==> config.mk <==
export PLATFORM = sky130hd
export DESIGN_NAME = maze_collision_probe
export DESIGN_NICKNAME = d
export VERILOG_FILES = /design/src/rtl/maze_collision_probe.sv
export SDC_FILE = /design/constraint.sdc
export NUM_CORES = 1
export LEC_CHECK = 0
export CAP_MARGIN = 0
export CORE_AREA = 2 2 144 76
export CTS_CLUSTER_DIAMETER = 120
export DETAILED_ROUTE_END_ITERATION = 8
export DIE_AREA = 0 0 146 78
export GPL_TIMING_DRIVEN = 1
export MAX_ROUTING_LAYER = met4
export PLACE_DENSITY = 0.73
export SLEW_MARGIN = 20
export SYNTH_ARGS = -nofsm -noshare
export SYNTH_HDL_FRONTEND = slang
export SYNTH_SLANG_ARGS = --single-unit
==> constraint.sdc <==
create_clock -name clk -period 6.12 [get_ports clk]
set_clock_uncertainty 0.05 [all_clocks]
set_input_delay 0.612 -clock clk [delete_from_list [all_inputs] [get_ports clk]]
set_output_delay 0.612 -clock clk [all_outputs]
set_load 0.02 [all_outputs]
==> src/rtl/maze_collision_probe.sv <==
// Scans a BOX_W x BOX_H footprint through the maze ROM and reports wall hits.
// Latency: start-to-done is BOX_W*BOX_H+2 cycles; start is ignored while a scan is in flight.
module maze_collision_probe #(
    parameter int          WIDTH      = 96,
    parameter int          HEIGHT     = 64,
    parameter int          BOX_W      = 3,
    parameter int          BOX_H      = 3,
    parameter logic [15:0] WALL_COLOR = 16'hFFFF,
    parameter int          IDX_W      = 13
) (
    input  logic             clk,
    input  logic             reset,
    input  logic             start,
    input  logic [6:0]       pos_x,
    input  logic [5:0]       pos_y,
    output logic [IDX_W-1:0] maze_index,
    input  logic [15:0]      maze_data,
    output logic             busy,
    output logic             done,
    output logic             hit,
    output logic [6:0]       hit_x,
    output logic [5:0]       hit_y,
    output logic [6:0]       hit_count
);

    typedef enum logic [1:0] {IDLE, SCAN, DRAIN, DONE} state_t;

    localparam logic [2:0] CX_LAST = 3'(BOX_W - 1);
    localparam logic [2:0] CY_LAST = 3'(BOX_H - 1);
    localparam logic [7:0] X_LIM   = 8'(WIDTH);
    localparam logic [6:0] Y_LIM   = 7'(HEIGHT);

    state_t           state;
    logic [6:0]       base_x;
    logic [5:0]       base_y;
    logic [2:0]       cx, cy;
    logic [2:0]       nx_c, ny_c;
    logic             last_px;
    logic [7:0]       px_x;
    logic [6:0]       px_y;
    logic             px_inb;
    logic [IDX_W-1:0] px_idx;
    logic [6:0]       pres_x, ev_x;
    logic [5:0]       pres_y, ev_y;
    logic             pres_inb, ev_inb, ev_vld;
    logic             ev_wall;

    // (cx, cy) is the pixel currently on maze_index; px_* is the one registered next.
    always_comb begin
        last_px = (cx == CX_LAST) && (cy == CY_LAST);
        nx_c    = cx + 3'd1;
        ny_c    = cy;
        if (cx == CX_LAST) begin
            nx_c = '0;
            ny_c = cy + 3'd1;
        end
        if (state == IDLE) begin
            px_x = {1'b0, pos_x};
            px_y = {1'b0, pos_y};
        end else begin
            px_x = {1'b0, base_x} + {5'b0, nx_c};
            px_y = {1'b0, base_y} + {4'b0, ny_c};
        end
        px_inb  = (px_x < X_LIM) && (px_y < Y_LIM);
        px_idx  = IDX_W'(32'(px_y) * 32'(WIDTH) + 32'(px_x));
        ev_wall = !ev_inb || (maze_data == WALL_COLOR);
    end

    always_ff @(posedge clk) begin
        if (reset) begin
            state      <= IDLE;
            base_x     <= '0;
            base_y     <= '0;
            cx         <= '0;
            cy         <= '0;
            maze_index <= '0;
            pres_x     <= '0;
            pres_y     <= '0;
            pres_inb   <= 1'b0;
            ev_x       <= '0;
            ev_y       <= '0;
            ev_inb     <= 1'b0;
            ev_vld     <= 1'b0;
            busy       <= 1'b0;
            done       <= 1'b0;
            hit        <= 1'b0;
            hit_x      <= '0;
            hit_y      <= '0;
            hit_count  <= '0;
        end else begin
            done   <= 1'b0;
            ev_vld <= 1'b0;
            if (ev_vld && ev_wall) begin
                if (hit_count != 7'h7F) hit_count <= hit_count + 7'd1;
                if (!hit) begin
                    hit   <= 1'b1;
                    hit_x <= ev_x;
                    hit_y <= ev_y;
                end
            end
            case (state)
                IDLE: if (start) begin
                    base_x    <= pos_x;
                    base_y    <= pos_y;
                    cx        <= '0;
                    cy        <= '0;
                    hit       <= 1'b0;
                    hit_x     <= '0;
                    hit_y     <= '0;
                    hit_count <= '0;
                    busy      <= 1'b1;
                    if (px_inb) maze_index <= px_idx;
                    pres_x    <= px_x[6:0];
                    pres_y    <= px_y[5:0];
                    pres_inb  <= px_inb;
                    state     <= SCAN;
                end
                SCAN: begin
                    // The presented pixel's data arrives next cycle, alongside this copy.
                    ev_vld <= 1'b1;
                    ev_x   <= pres_x;
                    ev_y   <= pres_y;
                    ev_inb <= pres_inb;
                    if (last_px) begin
                        state <= DRAIN;
                    end else begin
                        cx       <= nx_c;
                        cy       <= ny_c;
                        if (px_inb) maze_index <= px_idx;
                        pres_x   <= px_x[6:0];
                        pres_y   <= px_y[5:0];
                        pres_inb <= px_inb;
                    end
                end
                DRAIN: begin
                    busy  <= 1'b0;
                    done  <= 1'b1;
                    state <= DONE;
                end
                default: state <= IDLE;
            endcase
        end
    end

endmodule

### After elaboration in Yosys (flattened, before gate mapping)

Cells that the tools add are included.

| cells by class | value |
|---|---|
| $add $sub $neg | 6 |
| $mul | 1 |
| div/mod/pow operators | 0 |
| order comparisons | 2 |
| eq/ne operators | 9 |
| shift-type cells | 0 |
| multiplexer cells | 44 |
| bitwise logic cells | 0 |
| reductions and logical operators | 12 |

Operators by type and width:

| kind | number |
|---|---|
| two-way mux 7 bit | 11 |
| two-way mux 13 bit | 3 |
| two-way mux 6 bit | 6 |
| one-hot mux 13 bit (2 select lines) | 1 |
| equality test 16 bit (second input constant) | 1 |
| two-way mux 3 bit | 5 |
| one-hot mux 7 bit (2 select lines) | 1 |
| adder 13 x 8 -> 13 bit | 1 |
| one-hot mux 3 bit (2 select lines) | 2 |
| one-hot mux 6 bit (2 select lines) | 1 |
| adder 7 x 3 -> 8 bit | 1 |
| < comparator 8 x 7 -> 1 bit (second input constant) | 1 |
| multiplier 7 x 2 -> 8 bit (second input constant) | 1 |
| two-way mux 1 bit | 8 |
| two-way mux 8 bit | 1 |
| adder 6 x 3 -> 7 bit | 1 |
| adder 7 x 1 -> 7 bit (second input constant) | 1 |
| < comparator 7 bit (second input constant) | 1 |
| != test 7 bit (second input constant) | 1 |
| adder 3 x 1 -> 3 bit (second input constant) | 2 |
| equality test 3 x 2 -> 1 bit (second input constant) | 2 |
| != test 2 bit (second input constant) | 3 |
| one-hot mux 2 bit (3 select lines) | 1 |
| AND reduction 2 bit | 3 |
| 10 further kinds | 15 |

| storage, ports and cells | value |
|---|---|
| flip-flop bits (word level) | 86 |
| bits in latches | 0 |
| RAM bits | 0 |
| bits in read-only memories | 0 |
| output and inout port bits | 36 |
| word-level logic and storage cells | 93 |
| memories | 0 |

### Longest topological paths before layout

| logic depth | value |
|---|---|
| depth in word-level cells | 9 |
| depth in mapped cells | 16 |
| gate-level depth less buffers | 16 |

### Worst setup path before layout

No wires, ideal clock.

| timing path | value |
|---|---|
| path kind | reg2reg |
| from | reg cx[1] |
| to | reg maze_index[11] |
| setup time | 0.095 ns |
| arrival time | 3.693 ns |
| data required time | 5.975 ns |
| slack | 2.282 ns |
| cell stages (with the launch flop) | 17 |
| buffers on the path | 0 |
| path through | dfxtp_1 -> nor3b_2 -> xnor2_1 -> ha_1 -> fa_1 -> nor2b_1 -> a21oi_1 -> inv_1 -> ha_1 -> ha_1 -> ha_1 -> a21oi_1 -> nor3_1 -> o21a_1 -> o311a_1 -> or3_1 -> o311ai_1 |

| on the way | value |
|---|---|
| longest elaborated chain between the ends | 9 |
| elaborated cells between the ends (all ways) | 20 |
| classes of those cells | 4 x add/sub; 1 x mul; 2 x order compare; 2 x eq/ne; 8 x mux; 3 x reduce/logical |

RTL lines:

| item | line | source |
|---|---|---|
| start: declaration | 36 | `logic [2:0] cx, cy;` |
| start signal: assignment | 127 | `cx <= nx_c;` |
| equality test 3 x 2 -> 1 bit * | 53 | `if (cx == CX_LAST) begin` |
| two-way mux 3 bit * | 53 |  |
| adder 6 x 3 -> 7 bit * | 62 | `px_y = {1'b0, base_y} + {4'b0, ny_c};` |
| two-way mux 7 bit * | 57 | `if (state == IDLE) begin` |
| net px_y[1] | 40 | `logic [6:0] px_y;` |
| multiplier 7 x 2 -> 8 bit or < comparator 7 bit (tied branches) | 65, 64 |  |
| adder 13 x 8 -> 13 bit or logical AND 1 bit (tied branches) | 65, 64 |  |
| two-way mux 13 bit * | 112, 129 |  |
| two-way mux 13 bit, on equally long branches | 124, 102 |  |
| one-hot mux 13 bit (2 select lines) * | 101 | `case (state)` |
| end signal: assignment | 112 | `if (px_inb) maze_index <= px_idx;` |
| end signal: assignment | 129 | `if (px_inb) maze_index <= px_idx;` |
| end: declaration | 16 | `output logic [IDX_W-1:0] maze_index,` |

The timed path passes the listed nets; every way through them passes the cells marked *. The select of a mux whose other input is x is not followed.
A chain may end at the register's enable or synchronous reset.

### Worst setup path in the final report

| timing path | value |
|---|---|
| from | reg cx[1] |
| to | reg maze_index[11] |

| on the way | value |
|---|---|
| longest elaborated chain between the ends | 9 |
| elaborated cells between the ends (all ways) | 20 |
| classes of those cells | 4 x add/sub; 1 x mul; 2 x order compare; 2 x eq/ne; 8 x mux; 3 x reduce/logical |

RTL lines:

| item | line | source |
|---|---|---|
| equality test 3 x 2 -> 1 bit or adder 3 x 1 -> 3 bit (tied branches) | 50, 53, 51 |  |
| two-way mux 3 bit | 53 |  |
| adder 6 x 3 -> 7 bit or adder 7 x 3 -> 8 bit (tied branches) | 62, 61 |  |
| two-way mux 7 bit or two-way mux 8 bit (tied branches) | 57 |  |
| multiplier 7 x 2 -> 8 bit (tied with other cells) | 65 | `px_idx = IDX_W'(32'(px_y) * 32'(WIDTH) + 32'(px_x));` |
| adder 13 x 8 -> 13 bit or logical AND 1 bit (tied branches) | 65, 64 |  |
| two-way mux 13 bit | 112, 129 |  |
| two-way mux 13 bit, on equally long branches | 124, 102 |  |
| one-hot mux 13 bit (2 select lines) | 101 |  |

Parallel ways exist; a longest one is shown, timed or not. The select of a mux whose other input is x is not followed.

==> run summary <==
grt ovf: 0
final hold violations: 0
Most used DFF post-synth: dfxtp_1
Detail Route Antenna Nets: 0
Slew Limit Headroom: 33.09%
Synth area leader: dfxtp_1
post-synthesis async set-or-reset flop share: 0%
clock-pin slew on the worst setup and hold paths: 0.07 ns
Net Count, Synth: 599
Final Setup Violations: 0
worst-margin pin slew: 1.004 ns
status: completed
Post-Synthesis Cell Area: 0.004462 sq mm
CTS Hold Bufs: 0
FF+latch area: 0.001722 sq mm
Commonest cells post-synth: nand2_1, dfxtp_1, a21oi_1
power density over cell area: 467.2 mW/mm^2
Seq/Total Area, Yosys: 38.59%
Initial Util: 44.53%
combinational fraction of design power: 46.5%
Power Internal: 1.550 mW
count of pins over their slew limit: 0
Avg Inst Size Synth: 8.232 sq um
FMAX: 223.2 MHz
WL met1: 5.309 mm
Fin Setup TNS: 0 ns
synth top area cells: dfxtp_1, nand2_1, a21oi_1, ha_1, mux2i_1
WL met3: 550 um
final cell count without fillers: 743
gr usage total: 19.40%
hold slack: 0.4046 ns
via count: 3865
CTS tree: done
Psw: 1.052 mW
cells after synthesis: 542
LEAKAGE: 2.070 nW
crit start category: register
cts repair resizes: 0
worst reg2reg setup slack: 1.64 ns
Routed WL: 10.41 mm
clock sink total: 86
worst vdd ir: 0.1865 mV
fin crit share: 73.22%
wire length per cell: 14.01 um
Critical Path Start: cx[1]
placed insts: 727
clock power share: 24.8%
number of synthesized flops with an enable pin: 0
setup bufs post-CTS: 0
Seq cells post-synth: 86
WP data arrival: 4.69 ns
Post-Synth Simple-Gate Area: 23.47%
Post-Synth XOR/XNOR Area: 3.309%
mux cell area share after synthesis: 4.992%
met2 wire length: 4.436 mm
IO Count: 68
CORE AREA: 0.01002 sq mm
largest family of logic cells by synthesized area: simple AND/OR/NAND/NOR gates
Crit Path Max Fanout: 8
post-synth top area share: 38.59%
# fillers: 960
Yosys cell types: 62
DRC Markers: 0
multi-input logic area: 0.002580 sq mm
first-pass GRT wire length: 17.33 mm
GPL Wtd Cong: 0.8983
RSZ-0062 raised after global routing: false
die area: 0.01139 sq mm
Synth Area in Compound Gates: 18.54%
max cap viols: 0
vias in the first global route: 3617
layout cell share with drive strength beyond 1: 5.638%
latest clock arrival within the worst-skew pair: 0.35 ns
Buffers on Ports: 67
cells on worst reg2reg path: 14
Ys Warns: 0
R2R Path Start: cx[1]
Iteration-0 DRC Markers: 248
Worst setup endpoint: maze_index[11]
largest net degree at the start of global routing: 66
DR pass1 iterations: 4
top-count cell post-synth: nand2_1
Die X: 146 um
top routing layer in use: met4
Die Y: 78 um
Worst Path Required: 6.33 ns
Area growth, synth to finish: 24.82%
HP Class: reg2reg
min Tclk post-route: 4.481 ns
Reg power frac: 28.7%
Max clock buf depth: 2
total power: 2.602 mW
post-synthesis adder-cell area fraction: 7.515%
hpwl dp: 7.646 mm
clock root cell: clkbuf_16
reg2reg end: maze_index[11]
TritonCTS buffer count: 9
number of diodes: 0
Crit Path Class: reg2reg
row count: 26
initial antenna violation count: 0
CP endpoint kind: register
Sw Share: 40.43%
CTS H-tree lvls: 3
NumNets Final: 655
mean number of vias per cell: 5.202
==> kinds of logic (layout without fill, tap and decap cells) <==
| kind of cell | Yosys count | in the layout |
|---|---|---|
| and+or+nand+nor | 229 | 229 |
| AOI/OAI and AO/OA | 126 | 126 |
| DFF | 86 | 86 |
| buffers and inverters | 38 | 99 |
| adders and majority gates | 25 | 25 |
| muxes | 22 | 22 |
| xor gates and xnor gates | 16 | 16 |
==> sequential cells by signal, summed over array words and instances, names as in the netlist, 2 cells and up <==
signal / cells
pres_x: 7
hit_x: 7
pres_y: 6
cx: 3
state: 2
ev_x: 7
maze_index: 13
base_x: 7
hit_y: 6
cy: 3
base_y: 6
ev_y: 6
hit_count: 7
==> worst min path at each step <==
stage	from	depth (start not counted)	slack (ns)	end
6_report	hit_y[2]	2	0.40	hit_y[2]
5_1_grt	hit_y[0]	2	0.43	hit_y[0]
4_1_cts	hit_x[5]	2	0.41	hit_x[5]
3_5_place_dp	hit_x[5]	2	0.40	hit_x[5]
3_3_place_gp	maze_index[8]	2	0.39	maze_index[8]
2_1_floorplan	ev_x[0]	2	0.38	hit_x[0]
==> power by group through the flow <==
stage | combinational [mW] | clock [mW] | sequential, mW
2_1_floorplan | 0.878 | 0 | 0.779
3_3_place_gp | 1.18 | 0 | 0.756
3_5_place_dp | 1.20 | 0 | 0.760
4_1_cts | 1.21 | 0.654 | 0.748
5_1_grt | 1.35 | 0.678 | 0.763
6_report | 1.21 | 0.645 | 0.748
==> worst max-delay path, cell delays in order (launching register included) <==
cell and delay (ns):
dfxtp_1 0.40, nor3b_2 0.45, nand2_1 0.13, xnor2_1 0.27
ha_1 0.37, nor3b_1 0.10, o31ai_1 0.31, o211ai_1 0.22
ha_1 0.37, nand4_1 0.14, o211ai_1 0.24, o41ai_2 0.64
mux2i_1 0.38, o2111ai_1 0.17, o311ai_1 0.14
==> final cells by class <==
type	instances	area share, %
Timing Repair Buffer	71	12.49
Sequential cell	86	30.91
Clock buffer	9	4.044
Multi-Input combinational cell	418	46.33
Clock inverter	7	2.269
Tap cell	140	3.145
Inverter	12	0.8088
==> layout by cell type, fill, tap and decap left out, types with 4 or more instances in the layout <==
master / n
nor2b_1: 9
nand3_1: 16
clkdlybuf4s50_1: 66
nor2_1: 50
buf_4: 4
nand4_1: 5
o211ai_1: 5
nand3b_1: 5
nand2_1: 108
dfxtp_1: 86
a211oi_1: 11
a21oi_1: 61
inv_1: 11
o21ai_0: 14
mux2i_1: 20
clkbuf_16: 9
nor3_1: 7
a21o_1: 4
xnor2_1: 10
xor2_1: 5
ha_1: 22
nand2b_1: 7
==> metal layers <==
layer,up-vias,global-route usage (%)
li1,2015,-
met1,1754,26.02
met2,86,29.25
met3,10,4.882
met4,0,5.340
met5,-,-
==> through the flow <==
step                      utilization [%]  area, sq um  setup slack, ns
after floorplan                         -         4462            2.282
after detailed placement            52.07         5218            1.741
after CTS                           55.58         5569            1.685
after global placement              52.07         5218            1.934
final                               55.58         5569            1.639
after global routing                55.58         5569            1.149
No activity file was read; power rests on OpenSTA's default activity.
==> patch 1 (same settings) <==
The parameter `IDX_W` goes from 13 to 14.
--- a/src/rtl/maze_collision_probe.sv
+++ b/src/rtl/maze_collision_probe.sv
@@ -8,3 +8,3 @@
     parameter logic [15:0] WALL_COLOR = 16'hFFFF,
-    parameter int          IDX_W      = 13
+    parameter int          IDX_W      = 14
 ) (
Ports: changed (resized maze_index); port bits go from 68 to 69. The function was not compared with the original's and may differ.
==> patch 1 against the original RTL <==
- combinational power grew 23%
- sequential cell count increased by 1
- first-iteration DRC count is 5.6% lower
- area after synthesis up 3.3%
- final area grew 1.8%
- die area stayed put
- power rose by 6.3%
- routed wire length fell by 0.16%
- worst setup slack got worse by 0.55 ns
- cell count shrank 0.13%
- count of clock-buffer cells in the layout rose by 2
==> patch 1: results (changes against the original RTL) <==
** Place
- The placed instance area came to 5380 µm² (was 5220 µm²).
- Placed cell count :: 726 (was 727)
- The post-placement setup slack came to 1.17 ns (was 1.74 ns).
- Placed wire-length estimate :: 7610 µm (was 7650 µm)
- # port buffers :: 68 (was 67)

** Cells and area
- The flip-flop count of the largest register, all copies and words added was 14 (was 13).
- Fill cell count :: 913 (was 960)
- The fraction of final layout cells sized beyond drive strength 1 was 0.0781 (was 0.0564).
- The final non-filler cell total was 742 (was 743).

** Critical path
- Crit Path Max Fanout :: 13 (was 8)
- Number of cells on the worst reg-to-reg path :: 16 (was 14)
- The largest stage delay on the critical path was 0.68 ns (was 0.64 ns).
- Endpoint of the worst register-to-register path :: maze_index[13] (was maze_index[11])

** Synthesis
- Sequential-to-total area share from yosys stat :: 0.378 (was 0.386)
- Cells after synthesis :: 540 (was 542)
- Leading post-synthesis cells by instance count: sky130_fd_sc_hd__nand2_1 (98), sky130_fd_sc_hd__dfxtp_1 (87), sky130_fd_sc_hd__nor2_1 (58) (was sky130_fd_sc_hd__nand2_1 (108), sky130_fd_sc_hd__dfxtp_1 (86), sky130_fd_sc_hd__a21oi_1 (61)).
- Top cells by area in the synthesized netlist :: sky130_fd_sc_hd__dfxtp_1 (38%), sky130_fd_sc_hd__nand2_1 (8.0%), sky130_fd_sc_hd__a21oi_1 (6.1%) (was sky130_fd_sc_hd__dfxtp_1 (39%), sky130_fd_sc_hd__nand2_1 (9.1%), sky130_fd_sc_hd__a21oi_1 (6.8%))
- The count of different cell masters after synthesis came to 70 (was 62).
- Synthesized net count :: 598 (was 599)

** Global route
- The wire length of the first global-routing pass came to 17300 µm (about the same).
- The global-route track usage on met2 is 0.310 (was 0.292).
- The global routing usage on met3 was 0.0482 (was 0.0488).
- Number of global-route vias before repair :: 3588 (was 3617)
- Maximum number of pins on one net before global-route repair :: 68 (was 66)
- The global-route usage over all layers was 0.192 (was 0.194).
- GR met1 Demand/Resource :: 0.244 (was 0.260)

** Detailed routing
- The DRC marker count from the first detailed-route iteration is 234 (was 248).
- The number of iterations in the first detailed-routing pass was 5 (was 4).

** STA
- Relative max-transition margin :: 0.470 (was 0.331)
- Share of the clock period used by the worst path :: 0.821 (was 0.732)

** Power and ir drop
- Max rail drop VDD :: 0.000221 V (was 0.000187 V)
- P_leak :: 2.12 nW (was 2.07 nW)

** Run status
- Result of the run: complete, no violations (unchanged).
## patch 1: cell count changes after synthesis, sizes merged, moves of 5 or more
| cell | change |
|---|---|
| nand2 | -9 |
| mux2i | +8 |
| nor2 | +8 |
| xnor2 | +8 |
| nand3 | -6 |
| o211ai | -5 |
## patch 1: routing by layer
layer | wire, µm | vias to the layer above
met3 | 475 | 10
met1 | 5050 | 1794
met2 | 4770 | 85
met4 | 96 | 0
met5 | 0 | -
li1 | - | 1983
## patch 1: layout make-up
| cell class | instances | area [µm²] | area share |
|---|---|---|---|
| tap | 140 | 175 | 0.0309 |
| clock inverter | 5 | 42.5 | 0.00750 |
| multi-input combinational | 410 | 2690 | 0.475 |
| clock buffer | 11 | 243 | 0.0428 |
| sequential | 87 | 1740 | 0.307 |
| inverter | 15 | 56.3 | 0.00993 |
| timing repair buffer | 74 | 721 | 0.127 |
## patch 1: how the worst min path moves through the flow
stage	startpoint	endpoint	slack [ns]	cells after the start
detailed placement	ev_y[3]	hit_y[3]	0.40	2
finish	pres_y[0]	pres_y[0]	0.40	2
global placement	pres_y[2]	pres_y[2]	0.39	2
floorplan	ev_x[0]	hit_x[0]	0.38	2
global route	ev_y[3]	hit_y[3]	0.42	2
CTS	pres_y[0]	pres_y[0]	0.41	2
## patch 1: logic make-up (layout without fill, tap and decap cells)
logic type      Yosys count  count (layout)  synth area share
flops                    87              87             0.378
compound gates          111             111             0.163
buf+inv                  43             105            0.0385
xor+xnor                 23              23            0.0453
simple gates            217             217             0.226
fa+ha+maj                29              29            0.0839
mux                      30              30            0.0657
## patch 1: power by group
part	total (mW)	internal (mW)	switching [mW]
Sequential	0.761	0.687	0.0736
Clock	0.519	0.290	0.230
Combinational	1.49	0.611	0.874
==> patch 2 (config.mk and constraints unchanged) <==
Made on the original files. The 4 states of `state_t` get a one-hot encoding in 4 bits.
--- a/src/rtl/maze_collision_probe.sv
+++ b/src/rtl/maze_collision_probe.sv
@@ -25,3 +25,3 @@
 
-    typedef enum logic [1:0] {IDLE, SCAN, DRAIN, DONE} state_t;
+    typedef enum logic [3:0] {IDLE = 4'b0001, SCAN = 4'b0010, DRAIN = 4'b0100, DONE = 4'b1000} state_t;
 
Formal check against the unedited RTL: same outputs for any inputs over 4 cycles, from zero or initial values and one cycle with reset high; so few cycles prove little.
==> patch 2 against the original RTL <==
- maximum frequency is 6.5% lower
- worst setup slack worse by 0.31 ns
- area after synthesis fell by 3.4%
- final area fell by 3.4%
- sequential cell count grew 2
- via count shrank 3.1%
- worst hold slack got worse by 0.0058 ns
- routed wire length shrank 1.3%
- critical path type unchanged
- highest routed layer unchanged
Power is not compared: it rests on default switching activity, and its combinational part moved more than twofold at a synthesized area within 25%.
==> patch 2: results (changes against the original RTL) <==
** STA
- The tightest slew margin relative to the limit came to 0.340 (was 0.331).

** Critical path
- Number of cells on the worst reg-to-reg path :: 18 (was 14)
- The largest fanout on the critical path is 10 (was 8).
- Family of cells with the greatest summed delay on the critical path :: simple AND/OR/NAND/NOR gates (was compound AO/OA/AOI/OAI gates)

** Min path
- The sink of the worst hold path was ev_x[6] (was hit_y[2]).
- Hold Path Origin :: pres_x[6] (was hit_y[2])

** Synthesis
- Synthesized net count :: 571 (was 599)
- Post-synthesis cell type count :: 63 (was 62)
- Fraction of synthesized area in multiplexers :: 0.0316 (was 0.0499)
- Sequential-to-total area share from yosys stat :: 0.409 (was 0.386)
- Leading post-synthesis cells by instance count: sky130_fd_sc_hd__nand2_1 (125), sky130_fd_sc_hd__dfxtp_1 (88), sky130_fd_sc_hd__a21oi_1 (62) (was sky130_fd_sc_hd__nand2_1 (108), sky130_fd_sc_hd__dfxtp_1 (86), sky130_fd_sc_hd__a21oi_1 (61)).
- The post-synthesis xor/xnor area fraction came to 0.0488 (was 0.0331).
- Top cells by area in the synthesized netlist :: sky130_fd_sc_hd__dfxtp_1 (41%), sky130_fd_sc_hd__nand2_1 (11%), sky130_fd_sc_hd__a21oi_1 (7.2%) (was sky130_fd_sc_hd__dfxtp_1 (39%), sky130_fd_sc_hd__nand2_1 (9.1%), sky130_fd_sc_hd__a21oi_1 (6.8%))
- Synth Area in Adders :: 0.0732 (was 0.0752)
- The register bit count reported by yosys is 88 (was 86).

** Global route
- The met1 global-route usage was 0.252 (was 0.260).
- The pin count of the biggest net entering global routing is 56 (was 66).
- The global-route usage over all layers was 0.192 (was 0.194).
- The via count of the first global-routing pass is 3499 (was 3617).
- The global-route track usage on met2 is 0.292 (about the same).

** Detailed routing
- Total via count after detailed routing :: 3745 (was 3865)
- The overall routed net length was 10300 µm (was 10400 µm).
- Met2 Wirelength :: 4580 µm (was 4440 µm)
- Number of search-and-repair iterations in the first detailed-routing pass :: 5 (was 4)

** Cells and area
- Inverters :: 16 (was 12)
- Final net count :: 628 (was 655)
- Fill cell count :: 949 (was 960)
- The fraction of final layout cells sized beyond drive strength 1 is 0.0622 (was 0.0564).
- Multi-input combinational cell count :: 388 (was 418)
- Register share of the cell area :: 0.327 (was 0.309)
- The area of the multi-input gates came to 2360 µm² (was 2580 µm²).
- Buffering overhead :: 0.129 (was 0.125)

** Place
- Placed wire-length estimate :: 7440 µm (was 7650 µm)
- Placed inst area :: 5050 µm² (was 5220 µm²)
- The post-placement setup slack was 1.37 ns (was 1.74 ns).

** Run status
- Result of the run :: complete, no violations (unchanged)
## patch 2: changes by cell type in the layout (fill, tap and decap cells not counted), moves of 5 or more
cell / before / now
sky130_fd_sc_hd__a211oi_1: 11 / 6
sky130_fd_sc_hd__nor2_1: 50 / 33
sky130_fd_sc_hd__nor2b_1: 9 / 4
sky130_fd_sc_hd__xor2_1: 5 / 11
sky130_fd_sc_hd__nand2_1: 108 / 125
sky130_fd_sc_hd__a22o_1: 0 / 7
sky130_fd_sc_hd__nand3_1: 16 / 11
sky130_fd_sc_hd__mux2i_1: 20 / 11
## patch 2: through the flow
step,utilization,std cells,power (mW),hold slack (ns)
finish,0.537,719,1.52,0.399
CTS,0.537,719,1.53,0.401
floorplan,-,517,0.835,0.373
global placement,0.504,703,0.919,0.388
detailed placement,0.504,703,0.925,0.394
global route,0.537,719,1.58,0.417
